[config.mk]
export PLATFORM = sky130hd
export DESIGN_NAME = storebuffer_mc
export DESIGN_NICKNAME = d
export VERILOG_FILES = /design/src/rtl/storebuffer_mc.sv
export SDC_FILE = /design/constraint.sdc
export NUM_CORES = 2
export LEC_CHECK = 0
export BUFFER_PORTS_ARGS = -buffer_cell sky130_fd_sc_hd__buf_4
export CAP_MARGIN = 10
export CORE_ASPECT_RATIO = 1.1
export CORE_UTILIZATION = 45
export DETAILED_ROUTE_END_ITERATION = 10
export GPL_TIMING_DRIVEN = 0
export HOLD_SLACK_MARGIN = 0.02
export MAX_ROUTING_LAYER = met4
export PLACE_DENSITY = 0.7
export RECOVER_POWER = 25
export SETUP_SLACK_MARGIN = 0.02
export SLEW_MARGIN = 20
export SYNTH_ARGS = -nofsm -noshare
export SYNTH_HDL_FRONTEND = slang
export SYNTH_SLANG_ARGS = --single-unit
[constraint.sdc]
create_clock -name clk -period 8.97 [get_ports clk]
set_input_delay 1.794 -clock clk [delete_from_list [all_inputs] [get_ports clk]]
set_output_delay 1.794 -clock clk [all_outputs]
set_load 0.005 [all_outputs]
[src/rtl/storebuffer_mc.sv]
// storebuffer_mc: age-ordered store buffer between the LSU store pipe and the
// D-cache write port. Speculative stores are allocated at head, committed in
// order at cptr (up to COMMIT_WIDTH per cycle) and drained one per cycle from
// tail. Loads see the youngest matching bytes of any valid entry.
module storebuffer_mc #(
  parameter int unsigned SB_SIZE      = 8,
  parameter int unsigned COMMIT_WIDTH = 2,
  parameter int unsigned ADDR_W       = 32,
  parameter int unsigned DATA_W       = 32,
  parameter int unsigned STRB_W       = DATA_W / 8,
  parameter int unsigned CNT_W        = $clog2(SB_SIZE) + 1,
  parameter int unsigned CN_W         = $clog2(COMMIT_WIDTH + 1)
) (
  input  logic              clk,
  input  logic              rst_n,
  input  logic              flush_i,
  input  logic              in_valid_i,
  output logic              in_ready_o,
  input  logic [ADDR_W-1:0] in_addr_i,
  input  logic [DATA_W-1:0] in_data_i,
  input  logic [STRB_W-1:0] in_strb_i,
  input  logic [CN_W-1:0]   commit_num_i,
  output logic              out_valid_o,
  input  logic              out_ready_i,
  output logic [ADDR_W-1:0] out_addr_o,
  output logic [DATA_W-1:0] out_data_o,
  output logic [STRB_W-1:0] out_strb_o,
  input  logic [ADDR_W-1:0] ld_addr_i,
  output logic [DATA_W-1:0] fwd_data_o,
  output logic [STRB_W-1:0] fwd_mask_o,
  output logic [CNT_W-1:0]  cnt_o,
  output logic [CNT_W-1:0]  commit_cnt_o,
  output logic              empty_o
);

  localparam int unsigned PTR_W = $clog2(SB_SIZE);
  localparam int unsigned OFF_W = $clog2(STRB_W);

  // Entry storage
  logic [SB_SIZE-1:0] valid_q, valid_d;
  logic [SB_SIZE-1:0] commit_q, commit_d;
  logic [ADDR_W-1:0]  addr_q [SB_SIZE];
  logic [DATA_W-1:0]  data_q [SB_SIZE];
  logic [STRB_W-1:0]  strb_q [SB_SIZE];

  // Pointers and occupancy
  logic [PTR_W-1:0] head_q, head_d;
  logic [PTR_W-1:0] cptr_q, cptr_d;
  logic [PTR_W-1:0] tail_q, tail_d;
  logic [CNT_W-1:0] cnt_q, cnt_d;
  logic [CNT_W-1:0] ccnt_q, ccnt_d;

  logic             push;
  logic             pop;
  logic [CNT_W-1:0] uncommitted;
  logic [CNT_W-1:0] num_ext;
  logic [CNT_W-1:0] eff;

  // Handshake and drain outputs come straight from registered state
  assign in_ready_o   = (cnt_q < CNT_W'(SB_SIZE));
  assign out_valid_o  = valid_q[tail_q] & commit_q[tail_q];
  assign out_addr_o   = addr_q[tail_q];
  assign out_data_o   = data_q[tail_q];
  assign out_strb_o   = strb_q[tail_q];
  assign cnt_o        = cnt_q;
  assign commit_cnt_o = ccnt_q;
  assign empty_o      = (cnt_q == '0);

  assign push = in_valid_i & in_ready_o & ~flush_i;
  assign pop  = out_valid_o & out_ready_i;

  // Commit count clamped to the uncommitted population, suppressed on flush
  always_comb begin
    uncommitted = cnt_q - ccnt_q;
    num_ext     = CNT_W'(commit_num_i);
    eff         = '0;
    if (!flush_i) begin
      eff = (num_ext < uncommitted) ? num_ext : uncommitted;
    end
  end

  // Next-state for entry flags, pointers and counters
  always_comb begin
    valid_d  = valid_q;
    commit_d = commit_q;
    for (int unsigned k = 0; k < COMMIT_WIDTH; k++) begin
      if (CNT_W'(k) < eff) begin
        commit_d[cptr_q + PTR_W'(k)] = 1'b1;
      end
    end
    if (pop) begin
      valid_d[tail_q]  = 1'b0;
      commit_d[tail_q] = 1'b0;
    end
    if (push) begin
      valid_d[head_q]  = 1'b1;
      commit_d[head_q] = 1'b0;
    end
    // eff is zero and push is blocked on flush, so commit_d here holds exactly
    // the committed survivors (minus any entry popped this cycle)
    if (flush_i) begin
      valid_d = valid_d & commit_d;
    end

    tail_d = tail_q + PTR_W'(pop);
    cptr_d = cptr_q + PTR_W'(eff);
    ccnt_d = ccnt_q + eff - CNT_W'(pop);
    if (flush_i) begin
      head_d = cptr_q;
      cnt_d  = ccnt_d;
    end else begin
      head_d = head_q + PTR_W'(push);
      cnt_d  = cnt_q + CNT_W'(push) - CNT_W'(pop);
    end
  end

  // Youngest-wins byte forwarding, walking entries from oldest (tail) upward
  always_comb begin
    logic [PTR_W-1:0] slot;
    fwd_data_o = '0;
    fwd_mask_o = '0;
    slot       = '0;
    for (int unsigned j = 0; j < SB_SIZE; j++) begin
      slot = tail_q + PTR_W'(j);
      if (valid_q[slot] &&
          (addr_q[slot][ADDR_W-1:OFF_W] == ld_addr_i[ADDR_W-1:OFF_W])) begin
        for (int unsigned b = 0; b < STRB_W; b++) begin
          if (strb_q[slot][b]) begin
            fwd_data_o[8*b +: 8] = data_q[slot][8*b +: 8];
            fwd_mask_o[b]        = 1'b1;
          end
        end
      end
    end
  end

  generate
    if (OFF_W > 0) begin : g_unused_off
      logic unused_ld_off;
      assign unused_ld_off = ^ld_addr_i[OFF_W-1:0];
    end
  endgenerate

  // State registers and payload write on allocation
  always_ff @(posedge clk or negedge rst_n) begin
    if (!rst_n) begin
      valid_q  <= '0;
      commit_q <= '0;
      head_q   <= '0;
      cptr_q   <= '0;
      tail_q   <= '0;
      cnt_q    <= '0;
      ccnt_q   <= '0;
      addr_q   <= '{default: '0};
      data_q   <= '{default: '0};
      strb_q   <= '{default: '0};
    end else begin
      valid_q  <= valid_d;
      commit_q <= commit_d;
      head_q   <= head_d;
      cptr_q   <= cptr_d;
      tail_q   <= tail_d;
      cnt_q    <= cnt_d;
      ccnt_q   <= ccnt_d;
      if (push) begin
        addr_q[head_q] <= in_addr_i;
        data_q[head_q] <= in_data_i;
        strb_q[head_q] <= in_strb_i;
      end
    end
  end

endmodule

==> impl_metrics.ini <==
[outcome]
status = complete, but fails checks
violations = DRC, capacitance limit, slew limit, setup timing

[min_path]
hp-class = reg2reg
hold_depth = 2

[placed_design]
dp_hpwl_mm = 250.9
io_buffer_count = 203
gp_congestion = 1.141

[cts]
cts.sinks = 577
clk_path_buf_depth = 3
cts_hold_buf = 0
h-tree-depth = 3
cts_tree = yes
clock_insertion_delay_worst_skew_ps = 780
numCtsBuffers = 72
root_buffer = clkbuf_16
clkTransAtPathRegs_ps = 70

[synthesis]
yosysWarnings = 0
synth_flop_cell = dfrtp_1
syn-num-nets = 4937
synth_area_mm2 = 0.05393
netlist.area_leader.share = 0.2677
synth-seq-cells = 577
synth.distinct_cells = 104
postSynthAreaPerCell_um2 = 11.24
synthTopCellsByArea = dfrtp_1 (27%), mux4_2 (23%), mux2_2 (13%), mux2i_1 (7.0%), nand2_1 (4.5%)
ys_async_sr_fraction = 1.000
synth-edff-count = 0
ys_seq_area_frac = 0.2677
netlist.top_cell.by_area = dfrtp_1
syn_inst = 4799

[route]
via_per_inst = 8.059
initialDrtViolationCount = 10160
dr.pass1.iters = 11
wl_per_cell_um = 51.16
drc_errors = 2
ant_nets = 0
finalWirelength_mm = 346.9
via_count = 54650

[setup_path]
critical_path_required_ps = 7180
worstSetupPathType = reg2out
cpPeakStageDelay_ps = 850
path_cells = buf_8 -> buf_6 -> buf_6 -> buf_8 -> buf_6 -> buf_2 -> clkbuf_1 -> clkbuf_1 -> clkdlybuf4s15_1 -> clkbuf_1 -> a31oi_1 -> o32ai_1 -> o311ai_1 -> a22o_1 -> buf_4
worstPathArrival_ps = 7510
reg2reg_depth = 11
crit_fanout = 10
endpoint_kind = output port
critPathLaunchType = flop
crit_slowest_cell = clkdlybuf4s15_1
r2r_slack_ps = 3240

[layout]
fill_cells = 10270
final_layout_size_suffix_gt1_frac = 0.3851
multi_input_area_mm2 = 0.03720
utilization = 0.5257
fin_nets = 5287
areaGrowthSynthToFinish_pct = 15.28
ff_latch_area_mm2 = 0.01444

[sta]
finClkSkew_ps = 34.41
setup_slack_ps = -334.9
slew_viol_final = 253
grt_setup_unrepaired = true
slew_headroom = -1.566
worst_slew_pin_slew_ps = 3849
setup_viol = 35
max_freq_ghz = 0.1075
hold_violations = 0
timing.final.crit_share = 1.037
post-route-min-period_ps = 9305

[flow_run]
maxCapViolations = 3

[grt]
grtUsageTotal = 0.5802
grt_pass1_vias = 52060
antenna_found_initial = 29
grt_max_degree = 100
grt_pass1_wl_mm = 460.1
overflow = 0

[floorplan]
initial_utilization = 0.4560
chipWidth_um = 332.1
die_area_mm2 = 0.1212
rows = 132
core_mm2 = 0.1183
io_pins = 222
die_h_um = 365.1
-- layout by cell type, fill, tap and decap left out, types with 73 or more instances in the layout --
cell type	Yosys	routed
a21oi_1	137	133
buf_2	121	119
buf_4	35	279
clkbuf_1	148	118
clkbuf_16	0	73
dfrtp_1	577	575
mux2_2	605	605
mux2i_1	375	353
mux4_2	539	539
nand2_1	640	639
nand3_1	135	133
o22ai_1	82	81
xnor2_1	169	152
-- timing repair --
| item | in CTS | in global routing |
|---|---|---|
| buffers inserted | 50 | 15 |
| gates cloned | 1 | 0 |
| hold endpoints to repair | 0 | 0 |
| resized for setup | 175 | 65 |
| pin swaps | 24 | 12 |
| endpoints found under the setup margin | 36 | 36 |
-- logic make-up (layout without fill, tap and decap cells) --
kind of cell	count (synthesis)	count (layout)	share of synthesized area
adder cells (fa/ha/maj)	31	31	0.007749
AND/OR/NAND/NOR	1114	1115	0.09974
other	1	34	0.00006954
multiplexers	1527	1527	0.4227
flip-flops	577	577	0.2677
buffers and inverters	544	951	0.05606
AO/OA/AOI/OAI	783	783	0.1092
XOR/XNOR	222	222	0.03668
-- critical path, delay by kind of cell, from the launching register on --
family	cells	cell delay, ps
AO/OA/AOI/OAI	4	860
buffers and inverters	11	5290
flip-flops	1	410
-- worst paths after layout --
path	from	endpoint
min in group asynchronous	rst_n	data_q[105]$_DFFE_PN0P_
worst max register to register	tail_q[2]$_DFF_PN0_	tail_q[2]$_DFF_PN0_
worst min register to register	addr_q[193]$_DFFE_PN0P_	addr_q[193]$_DFFE_PN0P_
max in group asynchronous	rst_n	addr_q[202]$_DFFE_PN0P_
worst min-delay path	addr_q[193]$_DFFE_PN0P_	addr_q[193]$_DFFE_PN0P_
worst max-delay path	tail_q[2]$_DFF_PN0_	fwd_data_o[17]
-- metrics by stage --
step	instance area (um2)	hold WS, ps	cells	worst slack (ps)	setup TNS, ps
final	62170	496.9	6781	-334.9	-5910
after global routing	62150	515.8	6776	-17.86	-52.11
after CTS	61620	491.7	6733	48.21	0
after detailed placement	57730	475.3	6556	-2809	-95760
after global placement	57380	456.9	6543	-2927	-171850
after floorplan	53930	440.9	4799	2299	0
-- registers in the layout, indices dropped and copies added, names as in the netlist, 4 cells and up --
name and cells:
commit_q 8, commit_cnt_o 4, addr_q 256, valid_q 8, cnt_o 4, strb_q 32, data_q 256
-- area by class of cell --
class,instances,area share
repair buffers,282,0.03901
well taps,1541,0.03101
flip-flops and latches,577,0.2323
plain buffers,454,0.05156
inverters,83,0.005152
clock inverters,42,0.009459
diodes,33,0.001328
clock buffers,90,0.03186
multi-input cells,3679,0.5983
-- cells in the mapped netlist, drive strengths merged, types with 33 or more instances --
| library cell | count |
|---|---|
| o211a | 33 |
| xor2 | 51 |
| nor2 | 58 |
| inv | 75 |
| clkbuf | 153 |
| mux2 | 613 |
| a31oi | 68 |
| a211oi | 47 |
| dfrtp | 577 |
| and3 | 44 |
| mux2i | 375 |
| nand2 | 645 |
| a221oi | 38 |
| o21ai | 68 |
| mux4 | 539 |
| o311ai | 34 |
| xnor2 | 171 |
| a41oi | 34 |
| a22o | 34 |
| o211ai | 33 |
| a21oi | 137 |
| buf | 308 |
| nor3 | 68 |
| o22ai | 84 |
| nand3 | 135 |
-- layer usage --
metal | global-route usage | vias up | share of wire
met5 | - | - | 0
met4 | 0.5843 | 0 | 0.13
met3 | 0.2471 | 2332 | 0.14
met2 | 0.8052 | 5905 | 0.41
met1 | 0.6066 | 26880 | 0.32
li1 | - | 19530 | -
Power is left out: the tool's default activity adds up to more than one toggle a clock period on the data nets, which glitch-free logic cannot reach.
